## config.mk

```make
export PLATFORM = sky130hd
export DESIGN_NAME = sc_rr_crossbar_slave_port_flat
export DESIGN_NICKNAME = d
export VERILOG_FILES = /design/src/rtl/sc_rr_crossbar_slave_port_pkg.sv /design/src/rtl/sc_rr_crossbar_slave_port_if.sv /design/src/rtl/sc_rr_crossbar_slave_port_onehot_mux.sv /design/src/rtl/sc_rr_crossbar_slave_port.sv /design/src/flat_wrapper.sv
export SDC_FILE = /design/constraint.sdc
export NUM_CORES = 1
export LEC_CHECK = 0
export CELL_PAD_IN_SITES_DETAIL_PLACEMENT = 1
export CELL_PAD_IN_SITES_GLOBAL_PLACEMENT = 2
export CORE_MARGIN = 4
export CORE_UTILIZATION = 26
export DETAILED_ROUTE_END_ITERATION = 10
export GPL_TIMING_DRIVEN = 0
export PLACE_DENSITY = 0.93
export REMOVE_ABC_BUFFERS = 1
export SLEW_MARGIN = 20
export SYNTH_ARGS = -nofsm -noshare
export SYNTH_HDL_FRONTEND = slang
export SYNTH_SLANG_ARGS = --single-unit
```

## constraint.sdc

```tcl
create_clock -name i_clk -period 5.4 [get_ports i_clk]
set_input_delay 1.62 -clock i_clk [delete_from_list [all_inputs] [get_ports i_clk]]
set_output_delay 1.62 -clock i_clk [all_outputs]
set_load 0.1 [all_outputs]
```

## src/rtl/sc_rr_crossbar_slave_port_pkg.sv

```systemverilog
// Crossbar slave-port shared types and helpers.
// Used by the slave-port stage and other crossbar stages.
package sc_rr_crossbar_slave_port_pkg;

  localparam int MAX_MS = 32;

  typedef enum logic [1:0] {
    ST_IDLE = 2'd0,
    ST_REQ  = 2'd1,
    ST_RESP = 2'd2
  } sp_state_e;

  function automatic logic is_onehot(
    input logic [MAX_MS-1:0] v
  );
    return (v != '0) &&
           ((v & (v - MAX_MS'(1))) == '0);
  endfunction

  function automatic int unsigned oh2idx(
    input logic [MAX_MS-1:0] v
  );
    int unsigned idx;
    idx = 0;
    for (int i = 0; i < MAX_MS; i++)
      if (v[i]) idx = idx | 32'(i);
    return idx;
  endfunction

endpackage

```

## src/rtl/sc_rr_crossbar_slave_port_if.sv

```systemverilog
// Single-slave bus between the crossbar port and its slave.
// master drives the request, slave returns ack and read data.
interface sc_rr_crossbar_slave_port_if #(
  parameter int AW = 32,
  parameter int DW = 32
);

  logic          req;
  logic [AW-1:0] addr;
  logic [DW-1:0] wdata;
  logic          we;
  logic          ack;
  logic [DW-1:0] rdata;

  modport master (
    output req, addr, wdata, we,
    input  ack, rdata
  );

  modport slave (
    input  req, addr, wdata, we,
    output ack, rdata
  );

endinterface

```

## src/rtl/sc_rr_crossbar_slave_port_onehot_mux.sv

```systemverilog
// N-way one-hot select of packed master addr/wdata/we.
// AND-OR form; a zero select yields all zeros.
module sc_rr_crossbar_slave_port_onehot_mux #(
  parameter int N  = 2,
  parameter int AW = 32,
  parameter int DW = 32
) (
  input  logic [N-1:0]    sel,
  input  logic [N*AW-1:0] addr_in,
  input  logic [N*DW-1:0] wdata_in,
  input  logic [N-1:0]    we_in,
  output logic [AW-1:0]   addr,
  output logic [DW-1:0]   wdata,
  output logic            we
);

  always_comb begin
    addr  = '0;
    wdata = '0;
    we    = 1'b0;
    for (int k = 0; k < N; k++) begin
      addr  = addr |
              (addr_in[k*AW +: AW] & {AW{sel[k]}});
      wdata = wdata |
              (wdata_in[k*DW +: DW] & {DW{sel[k]}});
      we    = we | (we_in[k] & sel[k]);
    end
  end

endmodule

```

## src/rtl/sc_rr_crossbar_slave_port.sv

```systemverilog
// Slave-port stage: locks the granted master, drives the slave bus,
// returns ack/rdata to the owner and the arbiter, with timeout.
module sc_rr_crossbar_slave_port
  import sc_rr_crossbar_slave_port_pkg::*;
#(
  parameter int N_MS   = 2,
  parameter int AW     = 32,
  parameter int DW     = 32,
  parameter int TO_CYC = 255
) (
  input  logic               i_clk,
  input  logic               i_resetb,
  input  logic [N_MS-1:0]    i_ms_en,
  input  logic [N_MS-1:0]    i_ms_req,
  input  logic [N_MS*AW-1:0] i_ms_addr,
  input  logic [N_MS*DW-1:0] i_ms_wdata,
  input  logic [N_MS-1:0]    i_ms_we,
  output logic [N_MS-1:0]    o_ms_ack,
  output logic [N_MS-1:0]    o_ms_err,
  output logic [DW-1:0]      o_ms_rdata,
  sc_rr_crossbar_slave_port_if.master sl,
  output logic               o_arb_ack,
  output logic               o_busy,
  output logic               o_grant_err
);

  localparam int IW = $clog2(N_MS);
  localparam int CW =
    (TO_CYC > 0) ? $clog2(TO_CYC + 1) : 1;
  localparam logic [CW-1:0] CNT_LAST =
    CW'((TO_CYC > 0) ? TO_CYC - 1 : 0);

  sp_state_e state;
  sp_state_e state_nx;

  logic [MAX_MS-1:0] en_w;
  logic              grant_oh;
  logic              capture;
  logic              multi_hot;
  logic              expire;

  logic [AW-1:0]     mux_addr;
  logic [DW-1:0]     mux_wdata;
  logic              mux_we;

  logic [IW-1:0]     owner;
  logic [N_MS-1:0]   owner_oh;
  logic [CW-1:0]     cnt;
  logic              req_q;
  logic [AW-1:0]     addr_q;
  logic [DW-1:0]     wdata_q;
  logic              we_q;
  logic [DW-1:0]     rdata_q;
  logic [N_MS-1:0]   ack_q;
  logic [N_MS-1:0]   err_q;
  logic              arb_q;
  logic              gerr_q;

  assign en_w      = MAX_MS'(i_ms_en);
  assign grant_oh  = is_onehot(en_w);
  assign capture   = grant_oh &&
                     |(i_ms_en & i_ms_req);
  assign multi_hot = !grant_oh && (i_ms_en != '0);
  assign expire    = (TO_CYC != 0) &&
                     (cnt == CNT_LAST);
  assign owner_oh  = N_MS'(1) << owner;

  sc_rr_crossbar_slave_port_onehot_mux #(
    .N  (N_MS),
    .AW (AW),
    .DW (DW)
  ) u_mux (
    .sel      (i_ms_en),
    .addr_in  (i_ms_addr),
    .wdata_in (i_ms_wdata),
    .we_in    (i_ms_we),
    .addr     (mux_addr),
    .wdata    (mux_wdata),
    .we       (mux_we)
  );

  always_ff @(posedge i_clk or negedge i_resetb) begin
    if (!i_resetb) state <= ST_IDLE;
    else           state <= state_nx;
  end

  always_comb begin
    state_nx = state;
    unique case (state)
      ST_IDLE: if (capture) state_nx = ST_REQ;
      ST_REQ:  if (sl.ack || expire)
                 state_nx = ST_RESP;
      ST_RESP: state_nx = ST_IDLE;
      default: state_nx = ST_IDLE;
    endcase
  end

  // ack has priority over a timeout on the same cycle
  always_ff @(posedge i_clk or negedge i_resetb) begin
    if (!i_resetb) begin
      owner   <= '0;
      cnt     <= '0;
      req_q   <= 1'b0;
      addr_q  <= '0;
      wdata_q <= '0;
      we_q    <= 1'b0;
      rdata_q <= '0;
      ack_q   <= '0;
      err_q   <= '0;
      arb_q   <= 1'b0;
      gerr_q  <= 1'b0;
    end else begin
      ack_q <= '0;
      err_q <= '0;
      arb_q <= 1'b0;
      unique case (state)
        ST_IDLE: begin
          if (capture) begin
            owner   <= IW'(oh2idx(en_w));
            addr_q  <= mux_addr;
            wdata_q <= mux_wdata;
            we_q    <= mux_we;
            req_q   <= 1'b1;
          end
          if (multi_hot) gerr_q <= 1'b1;
        end
        ST_REQ: begin
          if (sl.ack) begin
            req_q   <= 1'b0;
            rdata_q <= we_q ? '0 : sl.rdata;
            ack_q   <= owner_oh;
            arb_q   <= 1'b1;
            cnt     <= '0;
          end else if (expire) begin
            req_q   <= 1'b0;
            rdata_q <= '0;
            ack_q   <= owner_oh;
            err_q   <= owner_oh;
            arb_q   <= 1'b1;
            cnt     <= '0;
          end else begin
            cnt <= cnt + CW'(1);
          end
        end
        ST_RESP: begin
          rdata_q <= '0;
          cnt     <= '0;
        end
        default: ;
      endcase
    end
  end

  assign sl.req      = req_q;
  assign sl.addr     = addr_q;
  assign sl.wdata    = wdata_q;
  assign sl.we       = we_q;
  assign o_ms_ack    = ack_q;
  assign o_ms_err    = err_q;
  assign o_ms_rdata  = rdata_q;
  assign o_arb_ack   = arb_q;
  assign o_busy      = (state != ST_IDLE);
  assign o_grant_err = gerr_q;

endmodule

```

## src/flat_wrapper.sv

```systemverilog
// flat-port wrapper written by rule: the top's interface ports become plain ports
module sc_rr_crossbar_slave_port_flat import sc_rr_crossbar_slave_port_pkg::*;
#(
  parameter int N_MS   = 2,
  parameter int AW     = 32,
  parameter int DW     = 32,
  parameter int TO_CYC = 255
)
  (i_clk, i_resetb, i_ms_en, i_ms_req, i_ms_addr, i_ms_wdata, i_ms_we, o_ms_ack, o_ms_err, o_ms_rdata, o_arb_ack, o_busy, o_grant_err, sl_req, sl_addr, sl_wdata, sl_we, sl_ack, sl_rdata);
  sc_rr_crossbar_slave_port_if #(.AW(AW), .DW(DW)) sl_i ();
  input  logic i_clk;
  input  logic i_resetb;
  input  logic [N_MS-1:0] i_ms_en;
  input  logic [N_MS-1:0] i_ms_req;
  input  logic [N_MS*AW-1:0] i_ms_addr;
  input  logic [N_MS*DW-1:0] i_ms_wdata;
  input  logic [N_MS-1:0] i_ms_we;
  output logic [N_MS-1:0] o_ms_ack;
  output logic [N_MS-1:0] o_ms_err;
  output logic [DW-1:0] o_ms_rdata;
  output logic o_arb_ack;
  output logic o_busy;
  output logic o_grant_err;
  output wire logic [$bits(sl_i.req)-1:0] sl_req;
  output wire logic [$bits(sl_i.addr)-1:0] sl_addr;
  output wire logic [$bits(sl_i.wdata)-1:0] sl_wdata;
  output wire logic [$bits(sl_i.we)-1:0] sl_we;
  input wire logic [$bits(sl_i.ack)-1:0] sl_ack;
  input wire logic [$bits(sl_i.rdata)-1:0] sl_rdata;
  assign sl_req = sl_i.req;
  assign sl_addr = sl_i.addr;
  assign sl_wdata = sl_i.wdata;
  assign sl_we = sl_i.we;
  assign sl_i.ack = sl_ack;
  assign sl_i.rdata = sl_rdata;
  sc_rr_crossbar_slave_port #(.N_MS(N_MS), .AW(AW), .DW(DW), .TO_CYC(TO_CYC)) u_core (.i_clk(i_clk), .i_resetb(i_resetb), .i_ms_en(i_ms_en), .i_ms_req(i_ms_req), .i_ms_addr(i_ms_addr), .i_ms_wdata(i_ms_wdata), .i_ms_we(i_ms_we), .o_ms_ack(o_ms_ack), .o_ms_err(o_ms_err), .o_ms_rdata(o_ms_rdata), .sl(sl_i), .o_arb_ack(o_arb_ack), .o_busy(o_busy), .o_grant_err(o_grant_err));
endmodule
```

; ---- Yosys cells after proc, flatten, opt, wreduce, memory -nomap -nowiden
; Index checks and enable logic that the tools add are counted.
[totals]
register_bits = 115
word_cells = 73
inputBits = 169
output_inout_bits = 105
[classes]
eq_ne = 6
n_reduce_logical = 18
n_mux = 23
addsub = 2
shift = 1
n_bitwise = 11
[op_table]
columns = operator, n
row1 = $and 32x32->32, 4
row2 = $mux 32, 3
row3 = $or 32x32->32, 2
row4 = $pmux 32 s2, 1
row5 = $and 2x32->32, 1
row6 = $logic_not 32->1, 1
row7 = $reduce_bool 32->1, 1
row8 = $mux 8, 2
row9 = $pmux 8 s2, 1
row10 = $mux 2, 7
row11 = $add 8x1->8 const B, 1
row12 = $eq 8x8->1 const B, 1
row13 = $reduce_and 2->1, 4
row14 = $reduce_bool 2->1, 4
row15 = $mux 1, 7
row16 = $ne 2x1->1 const B, 2
row17 = $pmux 2 s2, 1
row18 = $logic_and 1x1->1, 3
row19 = $ne 3x2->1 const B, 1
row20 = $reduce_and 3->1, 1
row21 = $sub 2x1->3 const B, 1
row22 = $and 1x1->1, 2
row23 = $and 2x2->2, 1
row24 = $eq 2x1->1 const B, 1
row25 = other kinds (8), 8

; ---- Longest topological paths before layout
[depth]
depth_word = 7
mapped_depth = 7
mapped_depth_nobuf = 5

; ---- Modules after synthesis
; From an unflattened synthesis, not the netlist that was laid out.
[hier_totals]
cells_unflattened = 377
hier_area_um2 = 5235.0
[by_module_without_submodules]
columns = module, seq_area_each_um2, area_each_um2, n_inst, cells_per_inst
row1 = sc_rr_crossbar_slave_port, 2877.8, 4520.6, 1, 298
row2 = sc_rr_crossbar_slave_port_onehot_mux, 0.0, 714.4, 1, 79

; ---- Worst setup path before layout
; OpenSTA, ideal clock, no wires.
[synth_path]
path_kind = in2reg
start = input port i_ms_en[0]
end = register u_core.we_q, in the netlist u_core.sl.we
path_slack_ns = 2.435
required_ns = 5.272
path_buffers = 2
arrival_time_ns = 2.837
path_stages = 6
setup_time_ns = 0.128
cell_sequence = ha_1 -> inv_1 -> nor3_2 -> buf_4 -> buf_6 -> mux2_1
[synth_between]
elab_chain_cells = 6
elab_cells_between_ends = 11
classes_between = add/sub (1) / bitwise (4) / reduce/logical (6)
[synth_lines]
columns = item, line_no
row1 = "start, declared", flat_wrapper.sv:13  ; input logic [N_MS-1:0] i_ms_en;
row2 = $sub 2x1->3, sc_rr_crossbar_slave_port_pkg.sv:17  ; ((v & (v - MAX_MS'(1))) == '0);
row3 = $and 2x32->32, sc_rr_crossbar_slave_port_pkg.sv:17
row4 = $logic_not 32->1, sc_rr_crossbar_slave_port_pkg.sv:17
row5 = $logic_and 1x1->1, sc_rr_crossbar_slave_port_pkg.sv:16  ; return (v != '0) &&
row6 = $logic_and 1x1->1, sc_rr_crossbar_slave_port.sv:61  ; assign capture = grant_oh &&
row7 = $reduce_and 2->1 (no source line), n/a
row8 = "end signal, assigned", sc_rr_crossbar_slave_port.sv:122  ; we_q <= mux_we;
row9 = "end, declared", sc_rr_crossbar_slave_port.sv:52  ; logic we_q;
; Parallel ways exist; a longest one is shown, timed or not.
; A chain may end at the register's enable or synchronous reset.

; ---- Final worst setup path
[layout_path]
start = register u_core.state[1]
end = output port o_busy
[layout_between]
elab_chain_cells = 1
[layout_lines]
columns = item, line_no
row1 = "start, declared", sc_rr_crossbar_slave_port.sv:33  ; sp_state_e state;
row2 = "start signal, assigned", sc_rr_crossbar_slave_port.sv:84  ; else state <= state_nx;
row3 = $reduce_bool 2->1, sc_rr_crossbar_slave_port.sv:162  ; assign o_busy = (state != ST_IDLE);
row4 = "end, declared", flat_wrapper.sv:22  ; output logic o_busy;
; Every way passes these cells.

==> impl_results.md <==
* Outcome: completed
* Netlist Area Pre-Place at 5460 µm²
* Dominant cell type by area after synthesis: sky130_fd_sc_hd__dfrtp_1
* Area fraction of the dominant cell type after synthesis at 0.527
* Later-pin clock latency in the skew report at 400 ps
* CTS hold repair buffers at 0
* Cell types with the largest area share after synthesis: sky130_fd_sc_hd__dfrtp_1, sky130_fd_sc_hd__a22o_1, sky130_fd_sc_hd__mux2_1, sky130_fd_sc_hd__mux2i_1, sky130_fd_sc_hd__mux2_2
* Detail Route Antenna Nets at 0
* Number of violations of the max-capacitance limit at 0
* Number of enable-type register cells in the synthesized netlist at 0
* Combined global-route utilization of all metal layers at 0.161
* Maximum frequency from static timing analysis at 0.247 GHz
* Final net count at 893
* Layout area overhead at 68.3%
* Fin util at 0.450
* Number of inserted diodes at 0
* Cell breakdown of the critical path: inv_1 > ha_1 > inv_2 > clkdlybuf4s50_1
* Yosys warning count at 0
* Average cell area after synthesis at 12.3 µm²
* Dpl cell area at 8540 µm²
* Die Area at 23400 µm²
* Tightest slew margin relative to the limit at 0.298
* Filler cell count at 2148
* Clock sink total at 115
* Hpwl dp at 14100 µm
* Sequential cell area at 2880 µm²
* Initial cell density of the core at 0.267
* Reg clk slew, reported paths at 60 ps
* Critical Path Source Type: flop
* Element type at the critical path end: output port
* Synth async-reset ratio at 1.00
* Setup violations, final at 0
* Main synth FF type: sky130_fd_sc_hd__dfrtp_1
* Data arrival time at the worst-slack endpoint at 2430 ps
* Number of top-level pins at 274
* Final count of pins violating max slew at 0
* Number of standard cells after synthesis at 444
* Most frequent cell after synthesis: sky130_fd_sc_hd__dfrtp_1
* Class of the most critical hold timing path: reg -> reg
* WL per Instance at 18.6 µm
* Final weighted congestion of routability-driven global placement at 0.743
* Post-route DRC violation count at 0
* Maximum net fanout on the critical path at 5
* Worst Path Required at 3780 ps
* Area of the multi-input gates at 2280 µm²
* First-pass GRT wire length at 30000 µm
* Endpoints failing hold at 0
* Leftover overflow at the end of global routing at 0
* DRT iter0 DRCs at 135
* Setup repair after global routing missed its margin: no
* Number of CTS-inserted buffers at 17
* Chip Width at 153 µm
* Total wire length at 18600 µm
* Vias per inst at 4.53
* Post-route cell area at 9190 µm²
* Layout cells sized above 1 at 0.105
* Slowest library cell on the worst path: sky130_fd_sc_hd__clkdlybuf4s50_1
* Maximum number of pins on one net before global-route repair at 69
* Worst Max-Slew Pin Slew at 1050 ps
* Count of cell types in the netlist at 43
* Top cells by count, synth: sky130_fd_sc_hd__dfrtp_1, sky130_fd_sc_hd__a22o_1, sky130_fd_sc_hd__mux2_1
* Number of flip-flops and latches in the synthesized netlist at 115
* Root buffer cell: sky130_fd_sc_hd__clkbuf_16
* TritonCTS clock tree: yes
* Delay of the slowest cell on the worst path at 1160 ps
* Via count of the routed design at 4529
* Count of cells resized by post-cts repair at 0
* Number of detailed-route iterations in the first pass at 4
* Final setup skew at 7.69 ps
* Initial antenna violation count at 0
* Clock Path Buffers at 2
* Die height at 153 µm
* Setup Fix Bufs, Post-CTS at 0
* CORE AREA at 20400 µm²
* Final critical path time including I/O delays and setup at 4050 ps
* Final period utilization at 0.751
* IO Port Bufs at 273
* Crit path kind: reg -> out
* Share of the yosys chip area belonging to registers at 0.527
* Via count of the first global-routing pass at 5108
* H-tree level count at 4
* Std-Cell Rows at 52
[path summary, 6_finish.rpt]
check	startpoint	to	cells past startpoint	slack, ps
max	u_core.state[1]$_DFFE_PN0P_	o_busy	4	1350
min	u_core.o_grant_err$_DFFE_PN0P_	u_core.o_grant_err$_DFFE_PN0P_	1	470
max reg2reg	u_core.state[1]$_DFFE_PN0P_	u_core.o_ms_rdata[8]$_DFFE_PN0P_	6	2810
min reg2reg	u_core.o_grant_err$_DFFE_PN0P_	u_core.o_grant_err$_DFFE_PN0P_	1	470
max in group asynchronous	i_resetb	u_core.sl.wdata[14]$_DFFE_PN0P_	2	3520
min in group asynchronous	i_resetb	u_core.o_ms_rdata[27]$_DFFE_PN0P_	1	1160
[per-stage QoR]
step / hold slack [ps] / instances / setup TNS (ps) / setup WS, ps
floorplan: 444 / 415 / 0 / 175
global placement: 448 / 958 / -516170 / -4090
detailed placement: 460 / 968 / 0 / 1280
CTS: 469 / 1000 / 0 / 1320
global route: 492 / 1000 / 0 / 1250
finish: 466 / 1000 / 0 / 1350
[per-layer routing]
layer / track usage / part of all wire
met5: 0 / 0
met4: 0.0420 / 0.010
met3: 0.0438 / 0.050
met2: 0.287 / 0.53
met1: 0.193 / 0.41
[kinds of logic (layout without fill, tap and decap cells)]
group | after synthesis | after routing | synth area share
adders and majority gates | 7 | 7 | 0.0160
DFF | 115 | 115 | 0.527
xor gates and xnor gates | 3 | 3 | 0.00481
and+or+nand+nor | 60 | 60 | 0.0548
AOI/OAI and AO/OA | 92 | 92 | 0.142
buffers and inverters | 68 | 354 | 0.0586
muxes | 99 | 99 | 0.197
[state kept, by name (all words and copies together) (netlist names), 2 cells and up]
name               flops
u_core.o_ms_ack        2
u_core.sl.addr        32
u_core.state           2
u_core.sl.wdata       32
u_core.o_ms_rdata     32
u_core.o_ms_err        2
u_core.cnt             8
[cell type report]
type,instances,share of cell area
clock buffers,20,0.0486
clock inverters,12,0.0222
inverters,39,0.0159
multi-input cells,261,0.248
flip-flops and latches,115,0.313
well taps,270,0.0368
repair buffers,283,0.316
[critical path: cells and delay by family (launching register included)]
family / cells / cell delay, ps
buffers and inverters: 3 / 1390
DFF: 1 / 380
adders and majority gates: 1 / 260
[cells in the final DEF, fill, tap and decap left out, types with 2 or more instances in the layout]
cell	count
sky130_fd_sc_hd__a211oi_1	3
sky130_fd_sc_hd__a21oi_1	4
sky130_fd_sc_hd__a22o_1	66
sky130_fd_sc_hd__a22oi_1	3
sky130_fd_sc_hd__and3_1	2
sky130_fd_sc_hd__buf_16	2
sky130_fd_sc_hd__buf_4	2
sky130_fd_sc_hd__buf_6	3
sky130_fd_sc_hd__buf_8	5
sky130_fd_sc_hd__bufinv_16	5
sky130_fd_sc_hd__clkbuf_1	2
sky130_fd_sc_hd__clkbuf_16	17
sky130_fd_sc_hd__clkdlybuf4s50_1	270
sky130_fd_sc_hd__clkinv_2	2
sky130_fd_sc_hd__clkinv_4	4
sky130_fd_sc_hd__dfrtp_1	115
sky130_fd_sc_hd__ha_1	7
sky130_fd_sc_hd__inv_1	38
sky130_fd_sc_hd__mux2_1	40
sky130_fd_sc_hd__mux2_2	26
sky130_fd_sc_hd__mux2i_1	33
sky130_fd_sc_hd__nand2_1	35
sky130_fd_sc_hd__nand2b_1	2
sky130_fd_sc_hd__nand3_1	2
sky130_fd_sc_hd__nand4_1	5
sky130_fd_sc_hd__nor2_1	2
sky130_fd_sc_hd__nor2b_1	2
sky130_fd_sc_hd__o211ai_1	2
sky130_fd_sc_hd__o21ai_0	6
sky130_fd_sc_hd__or3_1	3
sky130_fd_sc_hd__xor2_1	3
Power is not shown: default switching activity piles up to over one toggle a cycle in this logic, so the estimate is an artifact.
